===== src/rtl/updi_burst_gen.sv =====
// UPDI burst generator: one read/write command becomes SYNCH, ST ptr, address, optional REPEAT, ST/LD *(ptr++) frames.
// Frame appears the cycle after the triggering edge; the single frame register advances only when the TX shifter takes it.
module updi_burst_gen #(
    parameter int ADDR_BYTES = 2,
    parameter int STOP_BITS  = 2,
    parameter int PARITY_ODD = 0,
    localparam int FRAME_W   = 10 + STOP_BITS
) (
    input  logic                      i_clk,
    input  logic                      i_rstn,
    input  logic                      i_cmd_valid,
    output logic                      o_cmd_ready,
    input  logic                      i_cmd_write,
    input  logic [8*ADDR_BYTES-1:0]   i_cmd_addr,
    input  logic [7:0]                i_cmd_len,
    input  logic [7:0]                i_wdata,
    input  logic                      i_wdata_valid,
    output logic                      o_wdata_ready,
    output logic [FRAME_W-1:0]        o_frame,
    output logic                      o_frame_valid,
    input  logic                      i_frame_ready,
    output logic                      o_tx_en,
    output logic                      o_rx_en,
    output logic [8:0]                o_rx_count,
    input  logic                      i_rx_done,
    input  logic                      i_abort,
    output logic                      o_done
);

    localparam int AW = 8 * ADDR_BYTES;

    localparam logic [3:0] S_IDLE    = 4'd0;
    localparam logic [3:0] S_SYNC0   = 4'd1;
    localparam logic [3:0] S_PTR_OP  = 4'd2;
    localparam logic [3:0] S_ADDR    = 4'd3;
    localparam logic [3:0] S_SYNC1   = 4'd4;
    localparam logic [3:0] S_RPT_OP  = 4'd5;
    localparam logic [3:0] S_RPT_CNT = 4'd6;
    localparam logic [3:0] S_SYNC2   = 4'd7;
    localparam logic [3:0] S_DATA_OP = 4'd8;
    localparam logic [3:0] S_WDATA   = 4'd9;
    localparam logic [3:0] S_RX_WAIT = 4'd10;

    localparam logic [7:0] SYNC_BYTE = 8'h55;
    localparam logic [7:0] PTR_BYTE  = 8'h68 | 8'(ADDR_BYTES - 1);
    localparam logic [7:0] RPT_BYTE  = 8'hA0;
    localparam logic [7:0] ST_INC    = 8'h64;
    localparam logic [7:0] LD_INC    = 8'h24;
    localparam logic [1:0] LAST_IDX  = 2'(ADDR_BYTES - 1);

    logic [3:0]         state_q, state_d;
    logic [FRAME_W-1:0] frame_q, frame_d;
    logic               frame_vld_q, frame_vld_d;
    logic               tx_en_q, tx_en_d;
    logic               rx_en_q, rx_en_d;
    logic               done_q, done_d;
    logic               cmd_rdy_q, cmd_rdy_d;
    logic               write_q, write_d;
    logic [AW-1:0]      addr_q, addr_d;
    logic [7:0]         len_q, len_d;
    logic [1:0]         idx_q, idx_d;
    logic [8:0]         cnt_q, cnt_d;
    logic [8:0]         rx_count_q, rx_count_d;

    logic       acc;
    logic       wdata_rdy;
    logic       wdata_take;
    logic [8:0] n_bytes;
    logic [7:0] data_op;

    function automatic logic [FRAME_W-1:0] mk_frame(input logic [7:0] b);
        logic par;
        par = (^b) ^ 1'(PARITY_ODD);
        return {1'b0, b, par, {STOP_BITS{1'b1}}};
    endfunction

    assign acc     = frame_vld_q & i_frame_ready;
    assign n_bytes = {1'b0, len_q} + 9'd1;
    assign data_op = write_q ? ST_INC : LD_INC;

    // The first payload byte may load on the same edge the ST opcode leaves, so writes run without a bubble.
    assign wdata_rdy  = ((state_q == S_WDATA) | ((state_q == S_DATA_OP) & write_q))
                        & (~frame_vld_q | i_frame_ready) & (cnt_q <= {1'b0, len_q});
    assign wdata_take = wdata_rdy & i_wdata_valid;

    always_comb begin
        state_d     = state_q;
        frame_d     = frame_q;
        frame_vld_d = frame_vld_q;
        tx_en_d     = tx_en_q;
        rx_en_d     = rx_en_q;
        done_d      = 1'b0;
        write_d     = write_q;
        addr_d      = addr_q;
        len_d       = len_q;
        idx_d       = idx_q;
        cnt_d       = cnt_q;
        rx_count_d  = rx_count_q;

        case (state_q)
            S_IDLE: begin
                if (cmd_rdy_q && i_cmd_valid) begin
                    write_d     = i_cmd_write;
                    addr_d      = i_cmd_addr;
                    len_d       = i_cmd_len;
                    rx_count_d  = {1'b0, i_cmd_len} + 9'd1;
                    cnt_d       = 9'd0;
                    idx_d       = 2'd0;
                    frame_d     = mk_frame(SYNC_BYTE);
                    frame_vld_d = 1'b1;
                    tx_en_d     = 1'b1;
                    state_d     = S_SYNC0;
                end
            end
            S_SYNC0: begin
                if (acc) begin
                    frame_d = mk_frame(PTR_BYTE);
                    state_d = S_PTR_OP;
                end
            end
            S_PTR_OP: begin
                if (acc) begin
                    frame_d = mk_frame(addr_q[7:0]);
                    addr_d  = addr_q >> 8;
                    idx_d   = 2'd0;
                    state_d = S_ADDR;
                end
            end
            S_ADDR: begin
                if (acc) begin
                    if (idx_q == LAST_IDX) begin
                        frame_d = mk_frame(SYNC_BYTE);
                        state_d = S_SYNC1;
                    end else begin
                        frame_d = mk_frame(addr_q[7:0]);
                        addr_d  = addr_q >> 8;
                        idx_d   = idx_q + 2'd1;
                    end
                end
            end
            S_SYNC1: begin
                if (acc) begin
                    if (len_q != 8'd0) begin
                        frame_d = mk_frame(RPT_BYTE);
                        state_d = S_RPT_OP;
                    end else begin
                        frame_d = mk_frame(data_op);
                        state_d = S_DATA_OP;
                    end
                end
            end
            S_RPT_OP: begin
                if (acc) begin
                    frame_d = mk_frame(len_q);
                    state_d = S_RPT_CNT;
                end
            end
            S_RPT_CNT: begin
                if (acc) begin
                    frame_d = mk_frame(SYNC_BYTE);
                    state_d = S_SYNC2;
                end
            end
            S_SYNC2: begin
                if (acc) begin
                    frame_d = mk_frame(data_op);
                    state_d = S_DATA_OP;
                end
            end
            S_DATA_OP: begin
                if (acc) begin
                    if (write_q) begin
                        state_d = S_WDATA;
                        if (wdata_take) begin
                            frame_d = mk_frame(i_wdata);
                            cnt_d   = cnt_q + 9'd1;
                        end else begin
                            frame_vld_d = 1'b0;
                        end
                    end else begin
                        frame_vld_d = 1'b0;
                        tx_en_d     = 1'b0;
                        rx_en_d     = 1'b1;
                        state_d     = S_RX_WAIT;
                    end
                end
            end
            S_WDATA: begin
                if (acc && (cnt_q == n_bytes)) begin
                    frame_vld_d = 1'b0;
                    tx_en_d     = 1'b0;
                    done_d      = 1'b1;
                    state_d     = S_IDLE;
                end else if (wdata_take) begin
                    frame_d     = mk_frame(i_wdata);
                    frame_vld_d = 1'b1;
                    cnt_d       = cnt_q + 9'd1;
                end else if (acc) begin
                    frame_vld_d = 1'b0;
                end
            end
            S_RX_WAIT: begin
                if (i_rx_done) begin
                    rx_en_d = 1'b0;
                    done_d  = 1'b1;
                    state_d = S_IDLE;
                end
            end
            default: begin
                frame_vld_d = 1'b0;
                tx_en_d     = 1'b0;
                rx_en_d     = 1'b0;
                state_d     = S_IDLE;
            end
        endcase

        // Abort wins over any accept or rx_done arriving in the same cycle.
        if ((state_q != S_IDLE) && i_abort) begin
            state_d     = S_IDLE;
            frame_vld_d = 1'b0;
            tx_en_d     = 1'b0;
            rx_en_d     = 1'b0;
            done_d      = 1'b0;
        end

        cmd_rdy_d = (state_d == S_IDLE);
    end

    always_ff @(posedge i_clk or negedge i_rstn) begin
        if (!i_rstn) begin
            state_q     <= S_IDLE;
            frame_q     <= '0;
            frame_vld_q <= 1'b0;
            tx_en_q     <= 1'b0;
            rx_en_q     <= 1'b0;
            done_q      <= 1'b0;
            cmd_rdy_q   <= 1'b0;
            write_q     <= 1'b0;
            addr_q      <= '0;
            len_q       <= 8'd0;
            idx_q       <= 2'd0;
            cnt_q       <= 9'd0;
            rx_count_q  <= 9'd0;
        end else begin
            state_q     <= state_d;
            frame_q     <= frame_d;
            frame_vld_q <= frame_vld_d;
            tx_en_q     <= tx_en_d;
            rx_en_q     <= rx_en_d;
            done_q      <= done_d;
            cmd_rdy_q   <= cmd_rdy_d;
            write_q     <= write_d;
            addr_q      <= addr_d;
            len_q       <= len_d;
            idx_q       <= idx_d;
            cnt_q       <= cnt_d;
            rx_count_q  <= rx_count_d;
        end
    end

    assign o_cmd_ready   = cmd_rdy_q;
    assign o_wdata_ready = wdata_rdy;
    assign o_frame       = frame_q;
    assign o_frame_valid = frame_vld_q;
    assign o_tx_en       = tx_en_q;
    assign o_rx_en       = rx_en_q;
    assign o_rx_count    = rx_count_q;
    assign o_done        = done_q;

endmodule


===== config.mk =====
export PLATFORM = sky130hd
export DESIGN_NAME = updi_burst_gen
export DESIGN_NICKNAME = d
export VERILOG_FILES = /design/src/rtl/updi_burst_gen.sv
export SDC_FILE = /design/constraint.sdc
export NUM_CORES = 1
export LEC_CHECK = 0
export ABC_AREA = 1
export BUFFER_PORTS_ARGS = -buffer_cell sky130_fd_sc_hd__buf_2
export CAP_MARGIN = 20
export CORE_ASPECT_RATIO = 0.5
export CORE_UTILIZATION = 52
export CTS_BUF_LIST = sky130_fd_sc_hd__clkbuf_16
export CTS_CLUSTER_DIAMETER = 50
export DETAILED_ROUTE_END_ITERATION = 7
export MAX_ROUTING_LAYER = met4
export PLACE_DENSITY = 0.77
export SYNTH_ARGS = -nofsm -noshare
export SYNTH_HDL_FRONTEND = slang
export SYNTH_SLANG_ARGS = --single-unit

===== constraint.sdc =====
create_clock -name i_clk -period 2.1 [get_ports i_clk]
set_clock_uncertainty 0.15 [all_clocks]
set_input_delay 0.105 -clock i_clk [delete_from_list [all_inputs] [get_ports i_clk]]
set_output_delay 0.105 -clock i_clk [all_outputs]
set_load 0.05 [all_outputs]

; Yosys cells after proc, flatten, opt, wreduce, memory -nomap -nowiden
; Cells that the tools add are included.
[word_totals]
n_memories = 0
wordCells = 153
output_inout_bits = 27
rom_bits = 0
reg_bits = 66
inputBits = 40
ram_bits = 0
latchBits = 0
[classes]
reduce_logical = 23
muxes = 71
bitwise = 8
div_mod_pow = 0
n_mul = 0
eq_ne = 33
magnitude_cmp = 1
add_sub_neg = 4
shifts = 0
[ops]
columns = cell, count
row1 = 2-to-1 mux 12 bit, 12
row2 = one-hot mux 12 bit (10 select lines), 1
row3 = 2-to-1 mux 16 bit, 4
row4 = 2-to-1 mux 4 bit, 14
row5 = one-hot mux 16 bit (3 select lines), 1
row6 = 2-to-1 mux 9 bit, 5
row7 = one-hot mux 4 bit (11 select lines), 1
row8 = XOR reduction 8 bit, 4
row9 = one-hot mux 9 bit (3 select lines), 1
row10 = "!= test 2 bit, second input constant", 12
row11 = 2-to-1 mux 11 bit, 2
row12 = AND reduction 5 bit, 4
row13 = 2-to-1 mux 1 bit, 19
row14 = "adder 8 x 1 -> 9 bit, second input constant", 2
row15 = "equality test 4 x 3 -> 1 bit, second input constant", 4
row16 = "equality test 4 bit, second input constant", 3
row17 = AND reduction 12 bit, 1
row18 = 2-to-1 mux 2 bit, 5
row19 = nonzero test 10 bit, 1
row20 = "adder 9 x 1 -> 9 bit, second input constant", 1
row21 = equality test 9 bit, 1
row22 = <= comparator 9 x 8 -> 1 bit, 1
row23 = OR reduction 9 bit, 1
row24 = "equality test 4 x 2 -> 1 bit, second input constant", 2
row25 = 25 further kinds, 38

; Depth between registers and ports, before layout
[depth]
ltp_word = 11
mapped_depth = 16
ltp_nobuf = 16

; Worst setup path before layout
; OpenSTA, ideal clock, no wires.
[synth_path]
path_kind = register to output
start = reg len_q[4]
end = out o_wdata_ready
stages_incl_launch_ff = 10
path_slack_ns = -0.368
path_buffers = 0
required_time_ns = 1.845
t_arrival_ns = 2.213
cell_sequence = dfrtp_1 -> inv_1 -> ha_1 -> nand2_1 -> inv_1 -> nand2_1 -> nand2_1 -> nand2_1 -> nand3_1 -> a21boi_0
[synth_via]
elab_chain_len = 2
[synth_lines]
columns = item, line_no
row1 = start: declaration, 60  ; logic [7:0] len_q, len_d;
row2 = start signal: assignment, 254  ; len_q <= len_d;
row3 = <= comparator 9 x 8 -> 1 bit, 83  ; & (~frame_vld_q | i_frame_ready) & (cnt_q <= {1'b0, len_q});
row4 = AND 1 bit, 83
row5 = end: declaration, 18  ; output logic o_wdata_ready,
; Every way passes these cells.

; Final worst setup path
[layout_path]
start = reg len_q[4]
end = reg cnt_q[2]
[layout_via]
elab_chain_len = 7
word_cells_on_any_way = 13
cone_classes = 1 x add/sub / 1 x order compare / 2 x eq/ne / 5 x mux / 2 x bitwise / 2 x reduce/logical
[layout_lines]
columns = item, line_no
row1 = <= comparator 9 x 8 -> 1 bit, 83
row2 = AND 1 bit, 83
row3 = AND 1 bit, 84  ; assign wdata_take = wdata_rdy & i_wdata_valid;
row4 = 2-to-1 mux 9 bit (3 in series), --
row5 = one-hot mux 9 bit (3 select lines), --
row6 = end signal: assignment, 256  ; cnt_q <= cnt_d;
row7 = end: declaration, 62  ; logic [8:0] cnt_q, cnt_d;
; Parallel ways exist; a longest one is shown, timed or not. The select of a mux whose other input is x is not followed.
; A chain may end at the register's enable or synchronous reset.

==> results.md <==
- Status: finished with violations
- Failing checks: setup timing
- Min-Delay Path Class: input port to flop
- Final hold vios: 0
- Vias in the first global route: 4476
- Max clock buf depth: 2
- Final setup vio count: 21
- Post-synth EDFFs: 0
- CTS sink cnt: 64
- CP Class: flop to flop
- Final TNS setup: -2.551 ns
- Post-synthesis cell type count: 48
- Power per Cell Area: 1417 mW/mm2
- Post-Syn Area: 0.004278 mm2
- Commonest non-fill, non-tap cell in the layout: nand2_1
- GR Overflow Total: 0
- Final hold slack: 0.003616 ns
- First-pass GRT wire length: 21.13 mm
- Setup ws final: -0.2133 ns
- I/O pins: 67
- Global router's overall resource usage: 34.23%
- Avg Inst Size Synth: 7.338 um2
- Nets: 806
- Area Overhead vs Synth: 44.81%
- Worst-Skew Late Latency: 0.34 ns
- FF+latch count, synth: 64
- Worst Reg-to-Reg Cells: 14
- TritonCTS clock tree: built
- DP Wirelength: 8.573 mm
- Pre-antenna DRT Iters: 7
- Leakage: 3.017 nW
- First DRT Iteration DRCs: 569
- Part of the Yosys area used for sequential elements: 37.44%
- Area used by multi-input combinational logic: 0.002719 mm2
- Total CTS buffers: 9
- Ys async rst share: 100.0%
- Die footprint: 0.008615 mm2
- Avg WL per Cell: 17.99 um
- Crit path time final: 2.313 ns
- Peak Freq: 0.4323 GHz
- Die height: 66.14 um
- Worst IR Drop VDD: 0.7371 mV
- Yosys warns: 0
- Placed cell area: 0.005092 mm2
- Diodes inserted: 0
- Commonest register cell after synthesis: dfrtp_1
- Critical Path RT: 2.18 ns
- Total number of vias: 4941
- Mapped Cells: 583
- Crit path DAT: 2.39 ns
- Die width: 130.3 um
- Starting Density: 55.90%
- Filler cell count: 505
- Remaining antenna violation count: 0
- CP Max Fanout: 8
- Most frequent cells in the layout: 157 x nand2_1, 64 x buf_2, 62 x dfrtp_1
- Clock H-tree levels: 3
- Final Instance Area: 0.006195 mm2
- Reg area: 0.001604 mm2
- Residual DRC: 0
- WL final: 15.45 mm
- RSZ-0062 raised after global routing: yes
- Final worst path period share: 110.2%
- Ratio of cells with drive above 1 in the final layout: 31.29%
- Largest net degree at the start of global routing: 35
- Max-slew violation count: 0
- Max-cap violation count: 0
- Reg clk slew, reported paths: 0.05 ns
- Site row count: 22
- Initial antenna violation count: 0
- Synth Net Count: 642
- Root Buffer: clkbuf_16
- Core area: 0.007652 mm2
- Port Buffers: 65
- Startpoint types: flop
- Routed vias/inst: 5.752
- Gpl congestion: 0.9257
- CP Capture Type: flop
- Hold depth: 5
==> cell families after synthesis <==
kind of cell    after synthesis  synth area share (%)
other cells                   1               0.08766
xor+xnor                     26                 5.323
buf+inv                      85                 8.102
compound gates               92                 13.02
fa+ha+maj                    19                 5.557
flops                        64                 37.44
simple gates                296                 30.48
==> power breakdown <==
group          switching, mW  leakage, nW  total [mW]  internal (mW)
Clock                  0.548        0.127        1.32          0.773
Combinational           3.44         2.08        5.44           2.00
Sequential             0.318        0.805        2.01           1.69
Total                   4.31         3.02        8.78           4.47
==> repair_timing <==
action | CTS | global route
setup buffers | 6 | 6
setup endpoints to repair | 21 | 31
hold buffers | 33 | 0
cloned | 3 | 0
resized for setup | 34 | 66
endpoints found under the hold margin | 104 | 0
pin swaps | 15 | 30
==> per-stage QoR <==
step           worst slack, ns  utilization [%]  cells  power (mW)
6_report               -0.2133            80.95    859       8.777
5_1_grt                -0.3124            80.95    859       9.213
4_1_cts               -0.04417            77.01    855       7.959
3_5_place_dp           -0.1243            66.55    798       6.238
3_3_place_gp          -0.06857            66.55    798       6.146
2_1_floorplan         0.008702                -    583       4.938
==> cells in the mapped netlist (8+ instances only) <==
library cell,number,share of area [%]
a31oi_1,8,1.2
nor2_1,46,4.0
nand3_1,34,4.0
nand4_1,11,1.6
a21oi_1,13,1.5
o21ai_0,37,4.3
dfrtp_1,64,37
nand2_1,180,16
ha_1,19,5.6
xnor2_1,15,3.1
inv_1,63,5.5
xor2_1,11,2.3
o21ai_1,11,1.3
==> state kept, by name, indices dropped and copies added, names as in the netlist <==
| register | flops |
|---|---|
| addr_q | 16 |
| o_frame | 10 |
| cnt_q | 9 |
| o_rx_count | 9 |
| len_q | 8 |
| state_q | 4 |
| idx_q | 2 |
| o_cmd_ready | 1 |
| o_done | 1 |
| o_frame_valid | 1 |
| o_rx_en | 1 |
| o_tx_en | 1 |
| write_q | 1 |
==> layout make-up <==
cell class,count,share of cell area [%]
Clock buffer,9,3.636
Clock inverter,6,0.4646
Inverter,71,4.504
Multi-Input combinational cell,437,43.89
Sequential cell,64,25.89
Tap cell,108,2.181
Timing Repair Buffer,164,19.43
==> worst max-delay path, stage by stage (launching register included) <==
cell     delay [ns]
dfrtp_1        0.39
inv_2          0.12
ha_4           0.23
a21oi_1        0.20
nand2_1        0.08
nand2_1        0.08
nand3_2        0.12
nand2_2        0.13
nand3_4        0.14
nand2_4        0.11
inv_6          0.05
nor2_8         0.19
inv_4          0.07
nand2_2        0.07
nand2_1        0.06
==> metal layers <==
metal	wire (um)	share of wire, %	GRT usage (%)	vias up
li1	-	-	-	2226
met3	1467	9.5	9.304	84
met2	7175	46	56.52	323
met1	6045	39	39.99	2308
met4	764	4.9	13.95	0
met5	0	0	-	-
==> final timing paths <==
path	start	end	slack, ns
worst max register to register	len_q[4]	cnt_q[2]	-0.21
worst max-delay path	len_q[4]	cnt_q[2]	-0.21
worst min register to register	o_rx_count[8]	o_rx_count[8]	0.33
max in group asynchronous	i_rstn	len_q[0]	1.13
min in group asynchronous	i_rstn	idx_q[1]	0.11
worst min-delay path	i_wdata[0]	o_frame[3]	0.004
Note: power is estimated with default switching activity, not from simulation.
